[src/rtl/grid_state_engine.sv]
// Sequential owner of the Life board: loads rows from the host, advances generations
// from the external cell grid's next-state vector, and reads rows back out.
module grid_state_engine #(
  parameter int GRID_WIDTH  = 8,
  parameter int GRID_HEIGHT = 8,
  parameter int GEN_WIDTH   = 16
) (
  input  logic                              clk,
  input  logic                              rst_n,
  input  logic                              cmd_valid,
  output logic                              cmd_ready,
  input  logic [1:0]                        cmd_op,
  input  logic [7:0]                        cmd_arg,
  input  logic                              row_in_valid,
  output logic                              row_in_ready,
  input  logic [GRID_WIDTH-1:0]             row_in,
  output logic                              row_out_valid,
  input  logic                              row_out_ready,
  output logic [GRID_WIDTH-1:0]             row_out,
  output logic                              row_out_last,
  output logic [GRID_WIDTH*GRID_HEIGHT-1:0] grid_state,
  input  logic [GRID_WIDTH*GRID_HEIGHT-1:0] next_state,
  output logic [GEN_WIDTH-1:0]              generation,
  output logic                              still,
  output logic                              busy
);

  localparam int IDX_W = (GRID_HEIGHT > 1) ? $clog2(GRID_HEIGHT) : 1;
  localparam logic [IDX_W-1:0] IDX_ZERO = IDX_W'(0);
  localparam logic [IDX_W-1:0] IDX_ONE  = IDX_W'(1);
  localparam logic [IDX_W-1:0] IDX_LAST = IDX_W'(GRID_HEIGHT - 1);
  localparam logic [GEN_WIDTH-1:0] GEN_ONE = GEN_WIDTH'(1);

  localparam logic [1:0] OP_LOAD = 2'b00;
  localparam logic [1:0] OP_STEP = 2'b01;
  localparam logic [1:0] OP_READ = 2'b10;

  typedef enum logic [1:0] {
    ST_IDLE = 2'b00,
    ST_LOAD = 2'b01,
    ST_STEP = 2'b10,
    ST_READ = 2'b11
  } state_t;

  state_t                              state_r;
  logic [GRID_WIDTH*GRID_HEIGHT-1:0]   grid_r;
  logic [IDX_W-1:0]                    row_idx_r;
  logic [7:0]                          count_r;
  logic [GEN_WIDTH-1:0]                gen_r;
  logic                                still_r;
  logic                                cmd_ready_r;
  logic                                row_in_ready_r;
  logic                                row_out_valid_r;
  logic [GRID_WIDTH-1:0]               row_out_r;
  logic                                row_out_last_r;
  logic                                busy_r;
  logic [IDX_W-1:0]                    row_idx_inc_s;

  function automatic logic [GRID_WIDTH-1:0] row_of(
    input logic [GRID_WIDTH*GRID_HEIGHT-1:0] g,
    input logic [IDX_W-1:0]                  idx
  );
    return g[GRID_WIDTH*idx +: GRID_WIDTH];
  endfunction

  assign row_idx_inc_s = row_idx_r + IDX_ONE;

  // Command FSM with board, counters and handshake outputs all held in registers.
  always_ff @(posedge clk or negedge rst_n) begin
    if (!rst_n) begin
      state_r         <= ST_IDLE;
      grid_r          <= '0;
      row_idx_r       <= IDX_ZERO;
      count_r         <= 8'd0;
      gen_r           <= '0;
      still_r         <= 1'b0;
      cmd_ready_r     <= 1'b1;
      row_in_ready_r  <= 1'b0;
      row_out_valid_r <= 1'b0;
      row_out_r       <= '0;
      row_out_last_r  <= 1'b0;
      busy_r          <= 1'b0;
    end else begin
      case (state_r)
        ST_IDLE: begin
          if (cmd_valid) begin
            case (cmd_op)
              OP_LOAD: begin
                state_r        <= ST_LOAD;
                row_idx_r      <= IDX_ZERO;
                cmd_ready_r    <= 1'b0;
                row_in_ready_r <= 1'b1;
                busy_r         <= 1'b1;
              end
              OP_STEP: begin
                // A zero-length step is accepted but leaves everything untouched.
                if (cmd_arg != 8'd0) begin
                  state_r     <= ST_STEP;
                  count_r     <= cmd_arg;
                  cmd_ready_r <= 1'b0;
                  busy_r      <= 1'b1;
                end
              end
              OP_READ: begin
                state_r         <= ST_READ;
                row_idx_r       <= IDX_ZERO;
                row_out_valid_r <= 1'b1;
                row_out_r       <= row_of(grid_r, IDX_ZERO);
                row_out_last_r  <= (IDX_ZERO == IDX_LAST);
                cmd_ready_r     <= 1'b0;
                busy_r          <= 1'b1;
              end
              default: ;
            endcase
          end
        end
        ST_LOAD: begin
          if (row_in_valid) begin
            grid_r[GRID_WIDTH*row_idx_r +: GRID_WIDTH] <= row_in;
            if (row_idx_r == IDX_LAST) begin
              state_r        <= ST_IDLE;
              row_idx_r      <= IDX_ZERO;
              gen_r          <= '0;
              still_r        <= 1'b0;
              row_in_ready_r <= 1'b0;
              cmd_ready_r    <= 1'b1;
              busy_r         <= 1'b0;
            end else begin
              row_idx_r <= row_idx_inc_s;
            end
          end
        end
        ST_STEP: begin
          grid_r  <= next_state;
          gen_r   <= gen_r + GEN_ONE;
          still_r <= (next_state == grid_r);
          count_r <= count_r - 8'd1;
          if (count_r == 8'd1) begin
            state_r     <= ST_IDLE;
            cmd_ready_r <= 1'b1;
            busy_r      <= 1'b0;
          end
        end
        ST_READ: begin
          // Row data only advances on a completed transfer, so it holds under backpressure.
          if (row_out_ready) begin
            if (row_out_last_r) begin
              state_r         <= ST_IDLE;
              row_idx_r       <= IDX_ZERO;
              row_out_valid_r <= 1'b0;
              row_out_r       <= '0;
              row_out_last_r  <= 1'b0;
              cmd_ready_r     <= 1'b1;
              busy_r          <= 1'b0;
            end else begin
              row_idx_r      <= row_idx_inc_s;
              row_out_r      <= row_of(grid_r, row_idx_inc_s);
              row_out_last_r <= (row_idx_inc_s == IDX_LAST);
            end
          end
        end
        default: begin
          state_r         <= ST_IDLE;
          row_idx_r       <= IDX_ZERO;
          cmd_ready_r     <= 1'b1;
          row_in_ready_r  <= 1'b0;
          row_out_valid_r <= 1'b0;
          row_out_last_r  <= 1'b0;
          busy_r          <= 1'b0;
        end
      endcase
    end
  end

  assign cmd_ready     = cmd_ready_r;
  assign row_in_ready  = row_in_ready_r;
  assign row_out_valid = row_out_valid_r;
  assign row_out       = row_out_r;
  assign row_out_last  = row_out_last_r;
  assign grid_state    = grid_r;
  assign generation    = gen_r;
  assign still         = still_r;
  assign busy          = busy_r;

endmodule

[config.mk]
export PLATFORM = sky130hd
export DESIGN_NAME = grid_state_engine
export DESIGN_NICKNAME = d
export VERILOG_FILES = /design/src/rtl/grid_state_engine.sv
export SDC_FILE = /design/constraint.sdc
export NUM_CORES = 1
export LEC_CHECK = 0
export BUFFER_PORTS_ARGS = -buffer_cell sky130_fd_sc_hd__buf_2
export CAP_MARGIN = 15
export CELL_PAD_IN_SITES_DETAIL_PLACEMENT = 2
export CELL_PAD_IN_SITES_GLOBAL_PLACEMENT = 2
export CORE_MARGIN = 10
export CORE_UTILIZATION = 34
export DETAILED_ROUTE_END_ITERATION = 12
export PLACE_DENSITY_LB_ADDON = 0.25
export SLEW_MARGIN = 10
export SYNTH_ARGS = -nofsm -noshare
export SYNTH_HDL_FRONTEND = slang
export SYNTH_SLANG_ARGS = --single-unit
[constraint.sdc]
create_clock -name clk -period 6.45 [get_ports clk]
set_clock_uncertainty 0.2 [all_clocks]
set_input_delay 1.29 -clock clk [delete_from_list [all_inputs] [get_ports clk]]
set_output_delay 1.29 -clock clk [all_outputs]
set_load 0.01 [all_outputs]
# [Word-level counts from Yosys, hierarchy flattened]
# Index checks and enable logic that the tools add are counted.
[word_totals] register_bits=107 latch_bits=0 mem_bits_rw=0 mem_bits_ro=0 in_bits=87 out_inout_bits=94 wordCells=121 n_memories=0
[classes] add_sub_neg=4 n_mul=0 div_mod_pow=0 n_lt_le_gt_ge=0 n_eq_ne=23 n_shift=3 mux=61 n_bitwise=0 n_reduce_logical=18
[op_table] op="64-bit case mux with 2 select lines" count=1
[op_table] op="64-bit bitwise mux" count=1
[op_table] op="64-bit equality test" count=1
[op_table] op="64-bit 2-to-1 mux" count=1
[op_table] op="8-bit by 34-bit variable shift with 64-bit output, first input constant" count=1
[op_table] op="64-bit by 7-bit variable part select with 8-bit output" count=1
[op_table] op="8-bit by 34-bit variable part select with 64-bit output" count=1
[op_table] op="8-bit 2-to-1 mux" count=7
[op_table] op="6-bit negator with 34-bit output" count=1
[op_table] op="16-bit 2-to-1 mux" count=2
[op_table] op="16-bit case mux with 2 select lines" count=1
[op_table] op="8-bit case mux with 2 select lines" count=2
[op_table] op="1-bit 2-to-1 mux" count=22
[op_table] op="3-bit 2-to-1 mux" count=6
[op_table] op="16-bit by 1-bit adder with 16-bit output, second input constant" count=1
[op_table] op="2-bit != test, second input constant" count=8
[op_table] op="8-bit AND reduction" count=2
[op_table] op="5-bit AND reduction" count=3
[op_table] op="2-bit 2-to-1 mux" count=7
[op_table] op="1-bit case mux with 2 select lines" count=6
[op_table] op="3-bit case mux with 3 select lines" count=1
[op_table] op="8-bit by 1-bit equality test with 1-bit output, second input constant" count=1
[op_table] op="1-bit case mux with 4 select lines" count=2
[op_table] op="2-bit case mux with 4 select lines" count=1
[op_table] op="18 further kinds" count=29

# [Depth between registers and ports, before layout]
# Gate-level depths: netlist of run 1.
[logic_depth] depth_word=5 mapped_depth=11 depth_no_buf=8

# [Least setup slack after synthesis of run 1]
# OpenSTA, ideal clock, no wires.
[synth_timing] path_type="in2reg" start="input cmd_op[1]" end="register state_r[1]" t_arrival_ps=2443 required_time_ps=6167 setup_slack_ps=3724 stages=7 n_path_buf=0 path_cell_list="inv_1 > ha_1 > nor3_1 > o311ai_0 > o21ai_0 > or3_1 > o21ai_0"
[synth_via] elab_chain_cells=4 elab_cells_between_ends=9
[synth_lines] element="start, declared" line_no="12" text="input logic [1:0] cmd_op,"
[synth_lines] element="2-bit equality test (tied with other cells)" line_no="87" text="case (cmd_op)"
[synth_lines] element="2-bit case mux with 3 select lines" line_no="87"
[synth_lines] element="2-bit 2-to-1 mux" line_no="86" text="if (cmd_valid) begin"
[synth_lines] element="2-bit case mux with 4 select lines" line_no="84" text="case (state_r)"
[synth_lines] element="end signal, assigned" line_no="89" text="state_r <= ST_LOAD;"
[synth_lines] element="end signal, assigned" line_no="98" text="state_r <= ST_STEP;"
[synth_lines] element="end signal, assigned" line_no="105" text="state_r <= ST_READ;"
[synth_lines] element="end, declared" line_no="45" text="state_t state_r;"
# Several ways; a longest one is shown, not always the timed one. The select of a mux whose other input is x is not followed.
# A chain may end at the register's enable or synchronous reset.

# [Worst setup path in the final report of run 1]
[layout_timing] start="register row_idx_r[1]" end="register grid_r[1], in the netlist grid_state[1]"
[layout_via] elab_chain_cells=5 elab_cells_between_ends=6
[layout_lines] element="start, declared" line_no="47" text="logic [IDX_W-1:0] row_idx_r;"
[layout_lines] element="start signal, assigned" line_no="129" text="row_idx_r <= row_idx_inc_s;"
[layout_lines] element="start signal, assigned" line_no="156" text="row_idx_r <= row_idx_inc_s;"
[layout_lines] element="6-bit negator with 34-bit output *" line_no="119" text="grid_r[GRID_WIDTH*row_idx_r +: GRID_WIDTH] <= row_in;"
[layout_lines] element="8-bit by 34-bit variable part select with 64-bit output / 8-bit by 34-bit variable shift with 64-bit output (equally long branches)" line_no="119"
[layout_lines] element="64-bit bitwise mux *" line_no="119"
[layout_lines] element="64-bit 2-to-1 mux *" line_no="118" text="if (row_in_valid) begin"
[layout_lines] element="64-bit case mux with 2 select lines *" line_no="84"
[layout_lines] element="end signal, assigned by index" line_no="119"
[layout_lines] element="end signal, assigned" line_no="134" text="grid_r <= next_state;"
[layout_lines] element="end, declared" line_no="46" text="logic [GRID_WIDTH*GRID_HEIGHT-1:0] grid_r;"
# Every way passes the cells marked *; elsewhere a longest branch is shown, timed or not. The select of a mux whose other input is x is not followed.

==> results of run 1 <==
logic make-up after synthesis:
logic type | synth area share (%)
adders and majority gates | 2.30
xor gates and xnor gates | 9.27
muxes | 10.8
buffers and inverters | 3.59
DFF | 41.1
and+or+nand+nor | 17.1
AOI/OAI and AO/OA | 15.8
cell type report:
cell class	count	area, sq um
fillers	2090	10800
multi-input cells	523	3620
flip-flops and latches	107	2680
repair buffers	187	968
well taps	234	293
clock buffers	11	243
inverters	18	67.6
clock inverters	4	56.3
worst max-delay path: stages (launching register included):
cell and delay (ps):
sky130_fd_sc_hd__dfrtp_1 460, sky130_fd_sc_hd__inv_1 70, sky130_fd_sc_hd__ha_1 210, sky130_fd_sc_hd__ha_1 400
sky130_fd_sc_hd__or4_4 540, sky130_fd_sc_hd__o31a_1 420, sky130_fd_sc_hd__a222oi_1 470, sky130_fd_sc_hd__inv_1 80
where the power goes:
part | internal, mW | switching, mW | leakage [nW]
sequential | 0.969 | 0.423 | 1.30
clock | 0.314 | 0.279 | 0.147
combinational | 0.924 | 1.30 | 2.15
how the worst max path moves through the flow:
stage	end	start	cells after the start	slack [ps]
floorplan	state_r[1]	cmd_op[1]	7	3720
global placement	grid_state[21]	state_r[0]	5	3270
detailed placement	grid_state[61]	row_in_valid	6	3170
CTS	grid_state[1]	row_idx_r[1]	7	3480
global route	grid_state[60]	row_in_valid	6	3300
finish	grid_state[1]	row_idx_r[1]	7	3470
flip-flops by register name, indices dropped and copies added, names as in the netlist:
name,cells
still,1
row_out,8
busy,1
state_r,2
row_idx_r,3
grid_state,64
row_in_ready,1
row_out_valid,1
row_out_last,1
generation,16
cmd_ready,1
count_r,8
through the flow:
stage	std cells	worst slack, ps	hold slack [ps]	utilization [%]	total power [mW]
2_1_floorplan	687	3720	267	-	2.70
6_report	1084	3470	262	42.2	4.21
4_1_cts	1084	3480	271	42.2	4.26
5_1_grt	1084	3300	282	42.2	4.53
3_3_place_gp	1069	3270	249	40.6	3.51
3_5_place_dp	1069	3170	260	40.7	3.64
synth_stat cells, types with 7 or more instances:
master | number | share of area (%)
sky130_fd_sc_hd__mux4_2 | 16 | 5.5
sky130_fd_sc_hd__ha_1 | 12 | 2.3
sky130_fd_sc_hd__nor3_1 | 9 | 0.69
sky130_fd_sc_hd__inv_1 | 18 | 1.0
sky130_fd_sc_hd__nand2_1 | 107 | 6.2
sky130_fd_sc_hd__mux2i_1 | 32 | 4.9
sky130_fd_sc_hd__buf_2 | 10 | 0.77
sky130_fd_sc_hd__xnor2_1 | 58 | 7.8
sky130_fd_sc_hd__a21o_1 | 10 | 1.2
sky130_fd_sc_hd__nor2_1 | 28 | 1.6
sky130_fd_sc_hd__nand3_1 | 23 | 1.8
sky130_fd_sc_hd__clkbuf_1 | 18 | 1.0
sky130_fd_sc_hd__o21ai_0 | 70 | 5.4
sky130_fd_sc_hd__xor2_1 | 11 | 1.5
sky130_fd_sc_hd__a31oi_1 | 11 | 1.1
sky130_fd_sc_hd__o211ai_1 | 8 | 0.92
sky130_fd_sc_hd__buf_1 | 10 | 0.58
sky130_fd_sc_hd__a22oi_1 | 22 | 2.5
sky130_fd_sc_hd__dfrtp_1 | 106 | 41
sky130_fd_sc_hd__a22o_1 | 8 | 1.1
sky130_fd_sc_hd__nand4_1 | 17 | 1.6
sky130_fd_sc_hd__nor4_1 | 11 | 1.1
sky130_fd_sc_hd__nor2b_1 | 7 | 0.67
sky130_fd_sc_hd__a21oi_1 | 16 | 1.2
layer usage:
metal	routed length (microns)	vias to the layer above
met3	1270	56
met4	1130	0
li1	-	2778
met2	14500	206
met1	10900	3228
met5	0	-
==> impl_metrics.prom, run 1 <==
# TYPE chip_impl_metric gauge
chip_impl_metric{name="syn_nets",unit=""} 786
chip_impl_metric{name="start_util",unit="%"} 34.8
chip_impl_metric{name="detailed_place.area",unit="sq um"} 7630
chip_impl_metric{name="cts_setup_buffers",unit=""} 0
chip_impl_info{name="endpoint_kind",value="flop"} 1
chip_impl_metric{name="slew_headroom",unit="%"} 39.5
chip_impl_metric{name="aggregate_negative_setup_slack",unit="ps"} 0
chip_impl_metric{name="ys_seq_area_share",unit="%"} 41.1
chip_impl_info{name="hold_end",value="cmd_ready"} 1
chip_impl_metric{name="grt_max_degree",unit=""} 101
chip_impl_info{name="regToRegStartpoint",value="row_idx_r[1]"} 1
chip_impl_info{name="synth_flop_cell",value="sky130_fd_sc_hd__dfrtp_1"} 1
chip_impl_metric{name="area.growth.synth_to_final",unit="%"} 21.6
chip_impl_info{name="most_frequent_cells_in_the_layout",value="sky130_fd_sc_hd__buf_2 (179), sky130_fd_sc_hd__nand2_1 (107), sky130_fd_sc_hd__dfrtp_1 (106)"} 1
chip_impl_metric{name="grt.met3_usage",unit="%"} 4.86
chip_impl_metric{name="overflow",unit=""} 0
chip_impl_metric{name="min_period_over_period",unit="%"} 46.1
chip_impl_metric{name="postLayoutCellArea",unit="sq um"} 7930
chip_impl_metric{name="grt.met2_usage",unit="%"} 39.5
chip_impl_info{name="run_status",value="finished clean"} 1
chip_impl_info{name="clock_tree_from_tritoncts",value="done"} 1
chip_impl_metric{name="drtIter0Drc",unit=""} 307
chip_impl_metric{name="syn_area",unit="sq um"} 6520
chip_impl_metric{name="cts.reportedPaths.clkPinSlew",unit="ps"} 80
chip_impl_metric{name="clock_tree.buffer_depth",unit=""} 2
chip_impl_metric{name="synth_seq_cells",unit=""} 107
chip_impl_metric{name="critPathArrivalTime",unit="ps"} 3020
chip_impl_metric{name="worstHoldPathCells",unit=""} 2
chip_impl_metric{name="cts_num_sinks",unit=""} 107
chip_impl_metric{name="cts_resized",unit=""} 0
chip_impl_metric{name="antenna-diode-count",unit=""} 0
chip_impl_info{name="type_of_the_worst_min_delay_path",value="reg -> reg"} 1
chip_impl_metric{name="postSynth.asyncResetShare",unit="%"} 100
chip_impl_metric{name="globalRouteMet1Util",unit="%"} 25.7
chip_impl_metric{name="setup_viol",unit=""} 0
chip_impl_info{name="timing.hold.worst.start",value="cmd_ready"} 1
chip_impl_metric{name="synth_cell_type_count",unit=""} 56
chip_impl_metric{name="clk_latency",unit="ps"} 360
chip_impl_metric{name="depth_of_the_worst_register_to_register_path",unit=""} 7
chip_impl_metric{name="post_synth_inst_count",unit=""} 687
chip_impl_metric{name="cts-buffers-inserted",unit=""} 9
chip_impl_info{name="kind_of_start_point_of_the_critical_path",value="flop"} 1
chip_impl_metric{name="routed-via-count",unit=""} 6268
chip_impl_metric{name="die_w",unit="microns"} 159
chip_impl_metric{name="max-cap-violations",unit=""} 0
chip_impl_metric{name="grt_antenna_before_repair",unit=""} 0
chip_impl_metric{name="vdd.ir_drop.worst",unit="uV"} 208
chip_impl_metric{name="dp_hpwl",unit="microns"} 21400
chip_impl_metric{name="cts.htree.levels",unit=""} 3
chip_impl_metric{name="fmaxAchievable",unit="GHz"} 0.336
chip_impl_info{name="global_route_layer_with_the_greatest_usage",value="met2"} 1
chip_impl_metric{name="final_critical_path_time_including_i_o_delays_and_setup",unit="ps"} 2980
chip_impl_metric{name="synthesis.area_per_instance",unit="sq um"} 9.49
chip_impl_metric{name="grt_pass1_wl",unit="microns"} 43100
chip_impl_metric{name="reg2reg_setup_slack",unit="ps"} 3470
chip_impl_metric{name="cts_hold_buf",unit=""} 0
chip_impl_metric{name="core_box_area",unit="sq um"} 18800
chip_impl_metric{name="ratio_of_cells_with_drive_above_1_in_the_final_layout",unit="%"} 27.1
chip_impl_metric{name="power.static_leakage",unit="nW"} 3.59
chip_impl_metric{name="critical_path_peak_fanout",unit=""} 13
chip_impl_metric{name="tightest_slew",unit="ps"} 903
chip_impl_metric{name="finalMaxSlewViolations",unit=""} 0
chip_impl_info{name="cts_root_buffer",value="sky130_fd_sc_hd__clkbuf_16"} 1
chip_impl_metric{name="route.detailed.wl_per_inst",unit="microns"} 25.6
chip_impl_metric{name="edff_count_synth",unit=""} 0
chip_impl_metric{name="final_nets",unit=""} 945
chip_impl_metric{name="tritonroute_pass_1_iters",unit=""} 7
chip_impl_metric{name="vias_per_cell",unit=""} 5.78
chip_impl_metric{name="die-area",unit="sq um"} 25100
chip_impl_info{name="layout.cells.most_common",value="sky130_fd_sc_hd__buf_2"} 1
chip_impl_metric{name="buffer_ports.inserted",unit=""} 180
chip_impl_metric{name="route.final.wire_length",unit="microns"} 27800
chip_impl_metric{name="first_global_vias",unit=""} 7183
chip_impl_metric{name="yosys_warns",unit=""} 0
chip_impl_info{name="worst_r2r_endpoint",value="grid_state[1]"} 1
chip_impl_metric{name="globalplace.congestion",unit=""} 0.879
chip_impl_metric{name="drc",unit=""} 0
chip_impl_metric{name="grtUsageTotal",unit="%"} 22.5
chip_impl_metric{name="hold_viol",unit=""} 0
chip_impl_metric{name="antenna_left",unit=""} 0
chip_impl_metric{name="placement_rows",unit=""} 50
chip_impl_info{name="critical_path_class",value="reg -> reg"} 1
chip_impl_metric{name="critPathRequiredTime",unit="ps"} 6500
chip_impl_info{name="unrepaired_setup_endpoints_after_global_routing",value="false"} 1
chip_impl_metric{name="powerDensity",unit="nW/um^2"} 531
chip_impl_metric{name="fp.dieH",unit="microns"} 159
chip_impl_metric{name="num_io_pins",unit=""} 181
Power figures use the tool's default switching activity.
==> run 2, diff against run 1 <==
--- a/config.mk
+++ b/config.mk
@@ -5,12 +5,13 @@
 export SDC_FILE = /design/constraint.sdc
 export NUM_CORES = 1
 export LEC_CHECK = 0
+export ABC_AREA = 1
 export BUFFER_PORTS_ARGS = -buffer_cell sky130_fd_sc_hd__buf_2
 export CAP_MARGIN = 15
 export CELL_PAD_IN_SITES_DETAIL_PLACEMENT = 2
 export CELL_PAD_IN_SITES_GLOBAL_PLACEMENT = 2
 export CORE_MARGIN = 10
-export CORE_UTILIZATION = 34
+export CORE_UTILIZATION = 26
 export DETAILED_ROUTE_END_ITERATION = 12
 export PLACE_DENSITY_LB_ADDON = 0.25
 export SLEW_MARGIN = 10
==> constraint.sdc (replaced) <==
create_clock -name clk -period 2.4 [get_ports clk]
set_clock_uncertainty 0.2 [all_clocks]
set_input_delay 0.48 -clock clk [delete_from_list [all_inputs] [get_ports clk]]
set_output_delay 0.48 -clock clk [all_outputs]
set_load 0.01 [all_outputs]
==> impl_metrics.prom, run 2 <==
# TYPE chip_impl_metric gauge
chip_impl_metric{name="max-cap-violations",unit=""} 0
chip_impl_metric{name="finalMaxSlewViolations",unit=""} 0
chip_impl_metric{name="worst_slack_placed",unit="ps"} 48.6
chip_impl_info{name="most_frequent_cells_in_the_layout",value="sky130_fd_sc_hd__nand2_1 (288), sky130_fd_sc_hd__buf_2 (179), sky130_fd_sc_hd__inv_1 (145)"} 1
chip_impl_metric{name="synthesis.area_per_instance",unit="sq um"} 6.84
chip_impl_info{name="critical_path_class",value="reg -> reg"} 1
chip_impl_info{name="synth_area_leader_cell",value="sky130_fd_sc_hd__dfrtp_1"} 1
chip_impl_metric{name="power.static_leakage",unit="nW"} 4.73
chip_impl_metric{name="final_critical_path_setup_slack",unit="ps"} 124
chip_impl_metric{name="dp_hpwl",unit="microns"} 31600
chip_impl_info{name="unrepaired_setup_endpoints_after_global_routing",value="false"} 1
chip_impl_metric{name="tightest_slew",unit="ps"} 798
chip_impl_metric{name="critical_path_buf_inv_count",unit=""} 2
chip_impl_info{name="layout.cells.most_common",value="sky130_fd_sc_hd__nand2_1"} 1
chip_impl_metric{name="clock_power_share",unit="%"} 34.9
chip_impl_metric{name="p_seq_share",unit="%"} 42.9
chip_impl_metric{name="core_box_area",unit="sq um"} 27800
chip_impl_info{name="run_status",value="finished clean"} 1
chip_impl_metric{name="grt_pass1_wl",unit="microns"} 57400
chip_impl_metric{name="drtIter0Drc",unit=""} 596
chip_impl_metric{name="synth_seq_cells",unit=""} 107
chip_impl_metric{name="critPathMaxStageDelay",unit="ps"} 420
chip_impl_metric{name="area.growth.synth_to_final",unit="%"} 27.6
chip_impl_info{name="type_of_the_worst_min_delay_path",value="in -> reg"} 1
chip_impl_metric{name="tritonroute_pass_1_iters",unit=""} 5
chip_impl_metric{name="critPathRequiredTime",unit="ps"} 2440
chip_impl_metric{name="postSynth.asyncResetShare",unit="%"} 100
chip_impl_metric{name="cts.reportedPaths.clkPinSlew",unit="ps"} 90
chip_impl_info{name="timing.hold.worst.start",value="next_state[48]"} 1
chip_impl_metric{name="p_switching",unit="mW"} 1.58
chip_impl_metric{name="first_global_vias",unit=""} 9064
chip_impl_info{name="clock_tree_from_tritoncts",value="done"} 1
chip_impl_info{name="kind_of_start_point_of_the_critical_path",value="flop"} 1
chip_impl_metric{name="antenna-diode-count",unit=""} 0
chip_impl_metric{name="switching_part_of_the_total",unit="%"} 34.7
chip_impl_metric{name="route.detailed.wl_per_inst",unit="microns"} 23.0
chip_impl_metric{name="largest_register_ff_count",unit=""} 64
chip_impl_metric{name="drc",unit=""} 0
chip_impl_metric{name="critPathArrivalTime",unit="ps"} 2320
chip_impl_metric{name="vdd.ir_drop.worst",unit="uV"} 263
chip_impl_metric{name="start_util",unit="%"} 26.4
chip_impl_info{name="crit_family",value="compound AO/OA/AOI/OAI gates"} 1
chip_impl_metric{name="critical_path_peak_fanout",unit=""} 15
chip_impl_metric{name="globalplace.congestion",unit=""} 0.913
chip_impl_metric{name="min_period_over_period",unit="%"} 94.8
chip_impl_metric{name="yosys_warns",unit=""} 0
chip_impl_metric{name="clk_latency",unit="ps"} 370
chip_impl_metric{name="hold_viol",unit=""} 0
chip_impl_metric{name="overflow",unit=""} 0
chip_impl_metric{name="placement_rows",unit=""} 61
chip_impl_metric{name="buffer_ports.inserted",unit=""} 180
chip_impl_info{name="cts_root_buffer",value="sky130_fd_sc_hd__clkbuf_16"} 1
chip_impl_info{name="synth_flop_cell",value="sky130_fd_sc_hd__dfrtp_1"} 1
chip_impl_metric{name="fraction_of_post_synthesis_cell_area_in_the_top_cell_type_by_area",unit="%"} 36.2
chip_impl_metric{name="grt_max_degree",unit=""} 45
chip_impl_metric{name="synth_cell_type_count",unit=""} 43
chip_impl_metric{name="clock_tree.buffer_depth",unit=""} 2
chip_impl_metric{name="ys_seq_area_share",unit="%"} 36.6
chip_impl_metric{name="detailed_place.area",unit="sq um"} 9000
chip_impl_metric{name="die_w",unit="microns"} 188
chip_impl_info{name="endpoint_kind",value="flop"} 1
chip_impl_metric{name="final_critical_path_time_including_i_o_delays_and_setup",unit="ps"} 2280
chip_impl_metric{name="power",unit="mW"} 4.54
chip_impl_metric{name="p_comb_share",unit="%"} 22.1
chip_impl_metric{name="num_io_pins",unit=""} 181
chip_impl_metric{name="slew_headroom",unit="%"} 46.5
chip_impl_metric{name="fmaxAchievable",unit="GHz"} 0.439
chip_impl_metric{name="die-area",unit="sq um"} 35300
chip_impl_metric{name="vias_per_cell",unit=""} 5.04
chip_impl_metric{name="internal-power",unit="mW"} 2.96
chip_impl_metric{name="powerDensity",unit="nW/um^2"} 486
chip_impl_metric{name="grt_antenna_before_repair",unit=""} 0
chip_impl_metric{name="grtUsageTotal",unit="%"} 21.2
chip_impl_metric{name="final_nets",unit=""} 1377
chip_impl_info{name="worstSetupStartpoint",value="row_idx_r[1]"} 1
chip_impl_metric{name="cts_num_sinks",unit=""} 107
chip_impl_info{name="yosys.cell_count.top_type",value="sky130_fd_sc_hd__nand2_1"} 1
chip_impl_metric{name="syn_area",unit="sq um"} 7320
chip_impl_metric{name="post_synth_inst_count",unit=""} 1070
chip_impl_metric{name="routed-via-count",unit=""} 8376
chip_impl_metric{name="postLayoutCellArea",unit="sq um"} 9340
chip_impl_info{name="ys_top_cells_by_area",value="sky130_fd_sc_hd__dfrtp_1 (36%), sky130_fd_sc_hd__nand2_1 (15%), sky130_fd_sc_hd__inv_1 (7.6%)"} 1
chip_impl_info{name="list_of_most_frequent_post_synthesis_cells",value="sky130_fd_sc_hd__nand2_1 (294), sky130_fd_sc_hd__inv_1 (148), sky130_fd_sc_hd__dfrtp_1 (106), sky130_fd_sc_hd__nand3_1 (98), sky130_fd_sc_hd__o21ai_0 (88)"} 1
chip_impl_metric{name="ratio_of_cells_with_drive_above_1_in_the_final_layout",unit="%"} 23.6
chip_impl_metric{name="syn_nets",unit=""} 1169
chip_impl_metric{name="antenna_left",unit=""} 0
chip_impl_metric{name="setup_viol",unit=""} 0
chip_impl_metric{name="cts.htree.levels",unit=""} 3
chip_impl_metric{name="route.final.wire_length",unit="microns"} 38200
chip_impl_metric{name="fp.dieH",unit="microns"} 188
chip_impl_metric{name="num-fill-cells",unit=""} 3454
chip_impl_metric{name="cts-buffers-inserted",unit=""} 9
chip_impl_info{name="critical_path.cell_chain",value="inv_2, ha_4, buf_4, a21oi_1, o21ai_0, o21ai_1, nand2_1, nand2_1, nand3_1, nand3_1"} 1
chip_impl_metric{name="edff_count_synth",unit=""} 0
chip_impl_info{name="worst_path_max_delay_cell",value="sky130_fd_sc_hd__dfrtp_1"} 1
chip_impl_info{name="regToRegStartpoint",value="row_idx_r[1]"} 1
## run 2: cell types whose count changed after synthesis, sizes merged, moves of 18 or more
cell,delta
mux2i,-32
o21ai,+25
a22oi,-18
a21oi,+18
nor2,+56
inv,+140
o221ai,+21
xnor2,-46
nand3,+75
nand2,+194
## run 2: path summary, 6_finish.rpt
path                       slack, ps        endpoint  cells past startpoint
max                              120      row_out[0]                     10
max in group asynchronous        970  grid_state[26]                      3
min in group asynchronous        380      count_r[2]                      2
max reg2reg                      120      row_out[0]                     10
min                              160  grid_state[48]                      3
min reg2reg                      280            busy                      2
## run 2: timing repair
action	in CTS	in global routing
hold buffers	1	0
setup buffers	0	2
setup endpoints to repair	0	32
endpoints found under the hold margin	24	0
resized for setup	0	9
## run 2: metrics by stage
stage	hold slack, ps	utilization, %	setup TNS [ps]	std cells
global route	187	33.6	0	1661
detailed placement	270	32.4	0	1642
finish	163	33.6	0	1661
floorplan	-15.6	-	-9.43	1070
global placement	252	32.4	0	1642
CTS	161	33.5	0	1659
## run 2: metal layers
metal	track usage (%)	vias to the layer above	share of wire [%]	wire length [microns]
li1	-	3948	-	-
met1	28.7	4224	47	17800
met2	34.7	177	47	17900
met3	3.10	27	4.7	1800
met4	5.05	0	1.5	578
met5	0	-	0	0
## run 2: power by group through the flow
stage	clock network (mW)	registers, mW	logic, mW
6_report	1.59	1.95	1.01
4_1_cts	1.61	1.95	0.997
3_5_place_dp	0	1.98	0.988
2_1_floorplan	0	1.98	0.460
3_3_place_gp	0	1.98	0.966
5_1_grt	1.69	1.96	1.10
## run 2: worst min-delay path: cells and delay by family
family / cells / cell delay (ps)
simple gates: 2 / 120
buf+inv: 1 / 100
## run 2: layout make-up
class                           instances  area, sq um  area share, %
Timing Repair Buffer                  233         1350           14.5
Clock inverter                          6         57.6          0.616
Sequential cell                       107         2680           28.7
Multi-Input combinational cell        768         3940           42.2
Tap cell                              378          473           5.06
Clock buffer                           10          239           2.56
Inverter                              159          599           6.41
## run 2: cells by family (layout without fill, tap and decap cells)
group | count (synthesis) | in the layout | share of synthesized area (%)
buffers and inverters | 195 | 408 | 10.8
XOR/XNOR | 17 | 17 | 2.03
AO/OA/AOI/OAI | 205 | 205 | 16.9
flip-flops | 107 | 107 | 36.6
AND/OR/NAND/NOR | 534 | 534 | 31.7
adder cells (fa/ha/maj) | 12 | 12 | 2.05
==> run 3, diff against run 2 <==
--- a/config.mk
+++ b/config.mk
@@ -14,6 +14,7 @@
 export CORE_UTILIZATION = 26
 export DETAILED_ROUTE_END_ITERATION = 12
 export PLACE_DENSITY_LB_ADDON = 0.25
+export RECOVER_POWER = 100
 export SLEW_MARGIN = 10
 export SYNTH_ARGS = -nofsm -noshare
 export SYNTH_HDL_FRONTEND = slang
==> impl_metrics.prom, run 3 (synthesized netlist as in run 2, its figures left out) <==
# TYPE chip_impl_metric gauge
chip_impl_info{name="most_frequent_cells_in_the_layout",value="sky130_fd_sc_hd__nand2_1 (289), sky130_fd_sc_hd__inv_1 (148), sky130_fd_sc_hd__dfrtp_1 (105)"} 1
chip_impl_metric{name="route.final.wire_length",unit="microns"} 38300
chip_impl_metric{name="area.growth.synth_to_final",unit="%"} 25.3
chip_impl_metric{name="route.detailed.wl_per_inst",unit="microns"} 23.1
chip_impl_metric{name="clock_tree.buffer_depth",unit=""} 2
chip_impl_metric{name="multi_input_comb_area",unit="sq um"} 3910
chip_impl_metric{name="ratio_of_cells_with_drive_above_1_in_the_final_layout",unit="%"} 15.7
chip_impl_metric{name="finalMaxSlewViolations",unit=""} 0
chip_impl_info{name="endpoint_kind",value="flop"} 1
chip_impl_metric{name="slew_headroom",unit="%"} 39.9
chip_impl_metric{name="vdd.ir_drop.worst",unit="uV"} 263
chip_impl_metric{name="dp_hpwl",unit="microns"} 31600
chip_impl_metric{name="p_seq_share",unit="%"} 43.2
chip_impl_metric{name="die-area",unit="sq um"} 35300
chip_impl_metric{name="power.static_leakage",unit="nW"} 4.43
chip_impl_metric{name="start_util",unit="%"} 26.4
chip_impl_metric{name="antenna-diode-count",unit=""} 0
chip_impl_info{name="critPathMostFrequentCell",value="sky130_fd_sc_hd__ha_4"} 1
chip_impl_metric{name="setup_viol",unit=""} 0
chip_impl_metric{name="max-cap-violations",unit=""} 0
chip_impl_metric{name="buffer_ports.inserted",unit=""} 180
chip_impl_metric{name="grt_pass1_wl",unit="microns"} 57400
chip_impl_metric{name="clock_power_share",unit="%"} 35.1
chip_impl_metric{name="vias_per_cell",unit=""} 5.05
chip_impl_metric{name="final_critical_path_time_including_i_o_delays_and_setup",unit="ps"} 2290
chip_impl_metric{name="switching_part_of_the_total",unit="%"} 34.9
chip_impl_metric{name="aggregate_negative_setup_slack",unit="ps"} 0
chip_impl_metric{name="placement_rows",unit=""} 61
chip_impl_metric{name="worst_slack_placed",unit="ps"} 48.6
chip_impl_metric{name="cts-buffers-inserted",unit=""} 9
chip_impl_info{name="worstSetupStartpoint",value="row_idx_r[1]"} 1
chip_impl_metric{name="reg2reg_setup_slack",unit="ps"} 110
chip_impl_metric{name="depth_of_the_worst_register_to_register_path",unit=""} 9
chip_impl_info{name="type_of_the_worst_min_delay_path",value="in -> reg"} 1
chip_impl_metric{name="largest_register_ff_count",unit=""} 64
chip_impl_info{name="run_status",value="finished clean"} 1
chip_impl_metric{name="critical_path_peak_fanout",unit=""} 7
chip_impl_metric{name="p_switching",unit="mW"} 1.58
chip_impl_metric{name="final_cell_count_no_fill",unit=""} 1661
chip_impl_info{name="critical_path.cell_chain",value="inv_2, ha_4, ha_4, inv_1, nand2_1, clkbuf_1, nor2_1, nand3_1, o21ai_0"} 1
chip_impl_info{name="critical_path_class",value="reg -> reg"} 1
chip_impl_info{name="crit_path_end",value="grid_state[8]"} 1
chip_impl_metric{name="tightest_slew",unit="ps"} 902
chip_impl_metric{name="cts_num_sinks",unit=""} 107
chip_impl_metric{name="final_nets",unit=""} 1377
chip_impl_metric{name="grt_antenna_before_repair",unit=""} 0
chip_impl_metric{name="drtIter0Drc",unit=""} 526
chip_impl_metric{name="p_comb_share",unit="%"} 21.7
chip_impl_metric{name="placed_cells",unit=""} 1642
chip_impl_info{name="worst_r2r_endpoint",value="grid_state[8]"} 1
chip_impl_metric{name="hold_viol",unit=""} 0
chip_impl_metric{name="routed-via-count",unit=""} 8387
chip_impl_metric{name="hold_ws",unit="ps"} 164
chip_impl_metric{name="detailed_place.area",unit="sq um"} 9000
chip_impl_info{name="cts_root_buffer",value="sky130_fd_sc_hd__clkbuf_16"} 1
chip_impl_metric{name="critPathRequiredTime",unit="ps"} 2470
chip_impl_info{name="unrepaired_setup_endpoints_after_global_routing",value="false"} 1
chip_impl_info{name="worst_path_max_delay_cell",value="sky130_fd_sc_hd__dfrtp_1"} 1
chip_impl_metric{name="drc",unit=""} 0
chip_impl_metric{name="die_w",unit="microns"} 188
chip_impl_metric{name="seq_area",unit="sq um"} 2680
chip_impl_metric{name="final_critical_path_setup_slack",unit="ps"} 108
chip_impl_info{name="layout.cells.most_common",value="sky130_fd_sc_hd__nand2_1"} 1
chip_impl_metric{name="num_io_pins",unit=""} 181
chip_impl_metric{name="cts.htree.levels",unit=""} 3
chip_impl_metric{name="internal-power",unit="mW"} 2.94
chip_impl_metric{name="critPathArrivalTime",unit="ps"} 2360
chip_impl_metric{name="core_box_area",unit="sq um"} 27800
chip_impl_metric{name="overflow",unit=""} 0
chip_impl_metric{name="powerDensity",unit="nW/um^2"} 493
chip_impl_metric{name="clk_latency",unit="ps"} 370
chip_impl_metric{name="grt_max_degree",unit=""} 45
chip_impl_metric{name="critPathMaxStageDelay",unit="ps"} 420
chip_impl_info{name="clock_tree_from_tritoncts",value="done"} 1
chip_impl_info{name="kind_of_start_point_of_the_critical_path",value="flop"} 1
chip_impl_metric{name="tritonroute_pass_1_iters",unit=""} 5
chip_impl_metric{name="min_period_over_period",unit="%"} 95.5
chip_impl_metric{name="fmaxAchievable",unit="GHz"} 0.436
chip_impl_info{name="regToRegStartpoint",value="row_idx_r[1]"} 1
chip_impl_metric{name="antenna_left",unit=""} 0
chip_impl_metric{name="first_global_vias",unit=""} 9064
chip_impl_metric{name="grtUsageTotal",unit="%"} 21.2
chip_impl_metric{name="fp.dieH",unit="microns"} 188
chip_impl_metric{name="globalplace.congestion",unit=""} 0.913
chip_impl_metric{name="num-fill-cells",unit=""} 3508
chip_impl_metric{name="cts.reportedPaths.clkPinSlew",unit="ps"} 80
chip_impl_metric{name="postLayoutCellArea",unit="sq um"} 9180
run 3: critical path, delay by kind of cell, from the launching register on:
kind            cells  cell delay [ps]
buf+inv             3              350
fa+ha+maj           2              360
flops               1              420
simple gates        3              650
compound gates      1              210
run 3: per-stage QoR:
stage	utilization [%]	power (mW)
global placement	32.4	2.95
global route	33.0	4.73
floorplan	-	2.44
CTS	33.5	4.56
finish	33.0	4.52
detailed placement	32.4	2.97
run 3: area by class of cell:
| class | count | share of cell area (%) |
|---|---|---|
| clock inverter | 6 | 0.627 |
| clock buffer | 10 | 2.60 |
| tap | 378 | 5.15 |
| sequential | 107 | 29.2 |
| timing repair buffer | 233 | 13.2 |
| multi-input combinational | 768 | 42.6 |
| inverter | 159 | 6.53 |
run 3: power groups by stage:
stage	Sequential [mW]	Clock, mW	Combinational [mW]
after floorplan	1.98	0	0.460
after global placement	1.98	0	0.966
after detailed placement	1.98	0	0.988
after CTS	1.95	1.61	0.997
after global routing	1.96	1.69	1.08
final	1.95	1.58	0.982
run 3: what timing repair did:
item                                    4_1_cts  5_1_grt
endpoints found under the setup margin        0       32
hold buffers                                  1        0
setup buffers                                 0        2
endpoints found under the hold margin        24        0
gates resized for setup                       0        9
run 3: worst min-delay path by stage:
stage | slack, ps | to | cells after the start | start
finish | 160 | grid_state[34] | 3 | next_state[34]
global route | 190 | grid_state[48] | 3 | next_state[48]
CTS | 160 | grid_state[48] | 3 | next_state[48]
detailed placement | 270 | count_r[2] | 1 | rst_n
global placement | 250 | busy | 2 | busy
floorplan | -20 | busy | 0 | rst_n
run 3: layer usage:
metal / GRT usage (%) / routed length [microns] / up-vias / share of wire, %
li1: - / - / 3944 / -
met1: 28.7 / 18100 / 4240 / 47
met2: 34.7 / 18100 / 180 / 47
met3: 3.10 / 1670 / 23 / 4.4
met4: 5.05 / 463 / 0 / 1.2
met5: 0 / 0 / - / 0
